## src/rtl/div.sv

```systemverilog
// Sequential 32-bit restoring divider on sign/magnitude operands.
// One quotient bit per cycle; results are sign-corrected and registered on entry to DONE.
module div (
    input  logic        clk,
    input  logic        rst,
    input  logic        div_start_i,
    input  logic        div_cancel_i,
    input  logic        div_op1_signed_i,
    input  logic        div_op2_signed_i,
    input  logic [31:0] div_op1_i,
    input  logic [31:0] div_op2_i,
    output logic        div_stop_o,
    output logic [31:0] div_res_o,
    output logic [31:0] div_rem_o
);

    typedef enum logic [1:0] {
        IDLE = 2'd0,
        CALC = 2'd1,
        DONE = 2'd2
    } state_t;

    state_t      r_state;
    state_t      w_state_nxt;
    logic [4:0]  r_cnt;
    logic [31:0] r_prem;
    logic [31:0] r_dvd;
    logic [31:0] r_dvsr;
    logic        r_s1;
    logic        r_s2;
    logic [31:0] r_res;
    logic [31:0] r_rem;

    logic        w_accept;
    logic        w_last;
    logic [32:0] w_shift;
    logic [32:0] w_trial;
    logic        w_ge;
    logic [31:0] w_prem_nxt;
    logic [31:0] w_quo_nxt;

    assign w_accept = (r_state == IDLE) && div_start_i && !div_cancel_i;
    assign w_last   = (r_state == CALC) && (r_cnt == 5'd31);

    // r_dvd shifts the dividend out of its MSB while quotient bits fill in from the LSB.
    assign w_shift    = {r_prem, r_dvd[31]};
    assign w_trial    = w_shift - {1'b0, r_dvsr};
    assign w_ge       = !w_trial[32];
    assign w_prem_nxt = w_ge ? w_trial[31:0] : w_shift[31:0];
    assign w_quo_nxt  = {r_dvd[30:0], w_ge};

    always_comb begin
        // NOTE: default assigned first so no path through this block infers a latch.
        w_state_nxt = r_state;
        if (div_cancel_i) begin
            w_state_nxt = IDLE;
        end else begin
            case (r_state)
                IDLE:    if (div_start_i) w_state_nxt = (div_op2_i == 32'd0) ? DONE : CALC;
                CALC:    if (r_cnt == 5'd31) w_state_nxt = DONE;
                DONE:    w_state_nxt = IDLE;
                default: w_state_nxt = IDLE;
            endcase
        end
    end

    // NOTE: sequential state uses non-blocking assignments so every register samples pre-edge values.
    always_ff @(posedge clk or posedge rst) begin
        if (rst) begin
            r_state <= IDLE;
        end else begin
            r_state <= w_state_nxt;
        end
    end

    always_ff @(posedge clk or posedge rst) begin
        if (rst) begin
            r_cnt  <= 5'd0;
            r_prem <= 32'd0;
            r_dvd  <= 32'd0;
            r_dvsr <= 32'd0;
            r_s1   <= 1'b0;
            r_s2   <= 1'b0;
            r_res  <= 32'd0;
            r_rem  <= 32'd0;
        end else if (w_accept) begin
            r_cnt  <= 5'd0;
            r_prem <= 32'd0;
            r_dvd  <= div_op1_i;
            r_dvsr <= div_op2_i;
            r_s1   <= div_op1_signed_i;
            r_s2   <= div_op2_signed_i;
            // Divide-by-zero skips CALC, so its results are formed straight from the inputs.
            if (div_op2_i == 32'd0) begin
                r_res <= 32'hFFFF_FFFF;
                r_rem <= div_op1_signed_i ? (~div_op1_i + 32'd1) : div_op1_i;
            end
        end else if ((r_state == CALC) && !div_cancel_i) begin
            r_cnt  <= r_cnt + 5'd1;
            r_prem <= w_prem_nxt;
            r_dvd  <= w_quo_nxt;
            if (w_last) begin
                r_res <= (r_s1 ^ r_s2) ? (~w_quo_nxt + 32'd1) : w_quo_nxt;
                r_rem <= r_s1 ? (~w_prem_nxt + 32'd1) : w_prem_nxt;
            end
        end
    end

    assign div_stop_o = (r_state == DONE);
    assign div_res_o  = r_res;
    assign div_rem_o  = r_rem;

endmodule
```

## config.mk

```make
export PLATFORM = sky130hd
export DESIGN_NAME = div
export DESIGN_NICKNAME = d
export VERILOG_FILES = /design/src/rtl/div.sv
export SDC_FILE = /design/constraint.sdc
export NUM_CORES = 1
export LEC_CHECK = 0
export ABC_AREA = 1
export CAP_MARGIN = 5
export CORE_MARGIN = 5
export CORE_UTILIZATION = 40
export DETAILED_ROUTE_END_ITERATION = 8
export GPL_ROUTABILITY_DRIVEN = 0
export SLEW_MARGIN = 20
export SYNTH_ARGS = -nofsm -noshare
export SYNTH_HDL_FRONTEND = slang
export SYNTH_SLANG_ARGS = --single-unit
```

## constraint.sdc

```tcl
create_clock -name clk -period 6.8 [get_ports clk]
set_input_delay 1.36 -clock clk [delete_from_list [all_inputs] [get_ports clk]]
set_output_delay 1.36 -clock clk [all_outputs]
set_load 0.005 [all_outputs]
```

Word-level counts from Yosys, hierarchy flattened:

Index checks and enable logic that the tools add are counted.

* input bits: 70
* register bits: 169
* output and inout bits: 65

* equality and inequality tests: 6
* reductions and logical operators: 12
* bitwise operators: 4
* muxes and demuxes: 23
* add/subtract/negate cells: 5

Operators with widths (number)
* 32-bit 2-to-1 mux: 16
* 32-bit by 1-bit adder with 32-bit output, second input constant: 3
* 32-bit inverter: 3
* 33-bit by 32-bit subtractor with 33-bit output: 1
* 32-bit logical NOT: 1
* 5-bit 2-to-1 mux: 2
* 2-bit 2-to-1 mux: 4
* 3-bit != test, second input constant: 2
* 5-bit by 1-bit adder with 5-bit output, second input constant: 1
* 5-bit equality test, second input constant: 1
* 1-bit logical AND: 4
* 2-bit one-hot mux with 2 select lines: 1
* 2-bit nonzero test: 2
* 3-bit AND reduction: 1
* 2-bit by 1-bit equality test with 1-bit output, second input constant: 1
* 2-bit equality test, second input constant: 1
* 1-bit logical NOT: 2
* 2-bit logical NOT: 1
* 2-bit by 1-bit != test with 1-bit output, second input constant: 1
* 2-bit AND reduction: 1
* 1-bit bitwise XOR: 1

Depth between registers and ports, before layout:

* depth in word-level cells: 8
* depth in mapped cells: 30

Worst setup path before layout:

OpenSTA, ideal clock, no wires.

* kind: reg-to-reg
* start: register r_dvd[31]
* end: register r_res[30] (netlist: div_res_o[30])
* path buffers: 2
* arrival time: 3.710 ns
* path slack: 2.963 ns
* cell stages (with the launch flop): 30
* period minus slack after synthesis: 3.837 ns
* cell sequence: dfrtp_1 -> inv_1 -> ha_1 -> inv_1 -> fa_1 -> nand2_1 -> nand2_1 -> nand3_1 -> nand2_2 -> nand2_2 -> nand2_2 -> nand2_4 -> nand3_1 -> nand2_2 -> buf_6 -> buf_6 -> ha_1 -> nand3_1 -> nor3_1 -> nand3_1 -> nor2_1 -> nand2_1 -> nor2_1 -> nand4_1 -> nor2_1 -> inv_1 -> o31ai_1 -> a31oi_1 -> o31ai_1 -> nand2_1

* cells in the longest elaborated chain, start to end: 8

RTL lines
* start: declaration: line 27 `logic [31:0] r_dvd;`
* start signal: assignment: line 89 `r_dvd <= div_op1_i;`
* start signal: assignment: line 101 `r_dvd <= w_quo_nxt;`
* 33-bit by 32-bit subtractor with 33-bit output: line 47 `assign w_trial = w_shift - {1'b0, r_dvsr};`
* 1-bit logical NOT: line 48 `assign w_ge = !w_trial[32];`
* 32-bit inverter: line 103 `r_res <= (r_s1 ^ r_s2) ? (~w_quo_nxt + 32'd1) : w_quo_nxt;`
* 32-bit by 1-bit adder with 32-bit output: line 103
* 32-bit 2-to-1 mux: line 103
* 32-bit 2-to-1 mux: line 102 `if (w_last) begin`
* 32-bit 2-to-1 mux: line 98 `end else if ((r_state == CALC) && !div_cancel_i) begin`
* 32-bit 2-to-1 mux: line 86 `end else if (w_accept) begin`
* end signal: assignment: line 103
* end: declaration: line 31 `logic [31:0] r_res;`

Every way passes these cells. The select of a mux whose other input is x is not followed.
A chain may end at the register's enable or synchronous reset.

Final worst setup path:

Ends and elaborated chain as after synthesis.

==> flow_summary.json <==
{
  "power.leakage_nw": 7.62,
  "cts.hold.buffers_added": 0,
  "ir_worst_vdd_mv": 0.294,
  "drt_pre_antenna_iters": 6,
  "cp-end-kind": "flop",
  "grt_pass1_vias": 12500,
  "drt_iter0_drc": 1284,
  "seq_area_frac_synth_pct": 33.2,
  "vias_per_cell": 5.32,
  "io_buffers": 134,
  "drc": 0,
  "post-route-period-util_pct": 76.6,
  "critPathKind": "flop to flop",
  "power_mw": 9.27,
  "synth-seq-cells": 169,
  "cp.required_ps": 7140,
  "synth_edf_count": 0,
  "hp-class": "flop to flop",
  "outcome": "finished, final reports clean",
  "drtAntennaViolNets": 0,
  "vias": 13300,
  "post_drt_wl_per_cell_um": 16.9,
  "cts_resized": 0,
  "routed_wl_mm": 42.2,
  "fmax_mhz": 192,
  "clock_power_share_pct": 10.5,
  "post_cts_buffers": 0,
  "holdWs_ps": 478,
  "grt_max_degree": 170,
  "async_reset_ff_share_pct": 100,
  "ioPinCount": 135,
  "maxSlewViolCount": 0,
  "synthesis.nets": 2106,
  "power_frac_comb_pct": 71.5,
  "cts_buffer_depth": 2,
  "fp.dieW_um": 188,
  "setup_viol": 0,
  "crit_fanout": 40,
  "grt_usage_pct": 23.7,
  "maxSlewHeadroom_pct": 27.9,
  "maxCapViolCount": 0,
  "yosysUniqueCellTypes": 48,
  "num_rows": 65,
  "finalCoreUtilization_pct": 47.4,
  "netSwitchingFraction_pct": 55.8,
  "core-area_um2": 31500,
  "internal_power_mw": 4.10,
  "cts-htree-levels": 4,
  "fp.dieH_um": 188,
  "crit_path_top_delay_cell": "nand2_2",
  "layout_common_cells": "nand2_1, inv_1, nor2_1",
  "dp_hpwl_mm": 32.2,
  "root_buffer": "clkbuf_16",
  "dieArea_um2": 35500,
  "seqPwrFrac_pct": 18.0,
  "cts_buffers": 17,
  "ys.flop_type": "dfrtp_1",
  "finClkSkew_ps": 13.7,
  "grt_setup_unrepaired": "no",
  "final_nets": 2196,
  "clk_latency_ps": 460,
  "crit_path_max_incr_delay_ps": 730,
  "power.density_nw_per_um2": 621,
  "overflow": 0,
  "power.switching_mw": 5.17,
  "yosysWarnings": 0,
  "initial_core_util_pct": 40.5,
  "cts.sinks": 169,
  "finalHoldViolations": 0,
  "worstMarginPinSlew_ps": 1080,
  "arrival_ps": 5560,
  "rrSetupSlack_ps": 1590,
  "layout-drive-gt1-share_pct": 4.95,
  "layout_commonest_cell": "nand2_1",
  "synth_area_per_cell_um2": 6.37,
  "tns_ps": 0,
  "finalCriticalPeriod_ps": 5210,
  "antenna_found_initial": 2,
  "grt_pass1_wl_mm": 67.7,
  "path_clk_slew_ps": 80,
  "syn_inst": 1998,
  "syn_to_final_growth_pct": 17.2,
  "worst_setup_path_start_kind": "flop",
  "syn-cell-area_um2": 12700,
  "tritoncts": "built",
  "diodes": 0
}
logic make-up (layout without fill, tap and decap cells):
logic type / Yosys count / in the layout / synth area share (%)
AOI/OAI and AO/OA: 308 / 308 / 14.5
xor gates and xnor gates: 13 / 13 / 0.894
adders and majority gates: 38 / 38 / 3.79
buffers and inverters: 364 / 467 / 11.2
DFF: 169 / 169 / 33.2
and+or+nand+nor: 1106 / 1106 / 36.4
power by group through the flow:
stage,combinational (mW),clock (mW),sequential [mW]
2_1_floorplan,4.78,0,1.60
3_3_place_gp,6.49,0,1.67
3_5_place_dp,6.55,0,1.68
4_1_cts,6.58,1.00,1.66
5_1_grt,7.48,1.04,1.71
6_report,6.63,0.976,1.67
critical path: cells and delay by family (launching register included):
family | cells | cell delay [ps]
compound gates | 3 | 500
flops | 1 | 360
fa+ha+maj | 3 | 870
buf+inv | 3 | 230
simple gates | 18 | 3150
Yosys cell counts, drive strengths merged (17+ instances only):
| master | number | area [um^2] |
|---|---|---|
| nand2 | 675 | 2630 |
| inv | 287 | 1080 |
| o22ai | 28 | 175 |
| o221ai | 28 | 245 |
| dfrtp | 169 | 4230 |
| o21ai | 107 | 539 |
| buf | 27 | 160 |
| o31ai | 18 | 135 |
| nand4 | 17 | 106 |
| ha | 37 | 463 |
| clkbuf | 48 | 180 |
| nor2 | 208 | 803 |
| nand3 | 144 | 738 |
| nor3 | 30 | 155 |
| nor4 | 17 | 106 |
| a31oi | 28 | 175 |
| a21oi | 81 | 428 |
per-layer routing:
layer / vias up / global-route usage [%] / routed length [um]
met5: - / 0 / 13
met4: 2 / 7.74 / 1180
met3: 70 / 3.56 / 2440
met2: 421 / 38.0 / 19100
met1: 6185 / 33.1 / 19600
li1: 6636 / - / -
cell type report:
type,instances,area (um^2)
multi-input cells,1465,7090
fillers,3258,16500
clock buffers,19,443
clock inverters,13,128
flip-flops and latches,169,4230
inverters,289,1090
well taps,402,503
repair buffers,146,1440
stage by stage:
stage               setup WS [ps]  std cells  cell area [um^2]
floorplan                     865       1998             12700
finish                       1590       2503             14900
global route                 1080       2503             14900
CTS                          1670       2503             14900
detailed placement           1690       2471             14400
global placement             1790       2471             14400
worst paths after layout:
path                                 end  cells past startpoint          start
min reg2reg                div_res_o[15]                      2  div_res_o[15]
max                        div_res_o[30]                     27      r_dvd[31]
min in group asynchronous      r_dvsr[4]                      3            rst
min                        div_res_o[15]                      2  div_res_o[15]
max in group asynchronous     r_prem[18]                      3            rst
max reg2reg                div_res_o[30]                     27      r_dvd[31]
registers in the layout (all words and copies together) (netlist names):
register and count:
div_rem_o 32, div_res_o 32, r_dvd 32, r_dvsr 32, r_prem 32, r_cnt 5, r_state 2, r_s1 1
r_s2 1
Note: power is estimated with default switching activity, not from simulation.
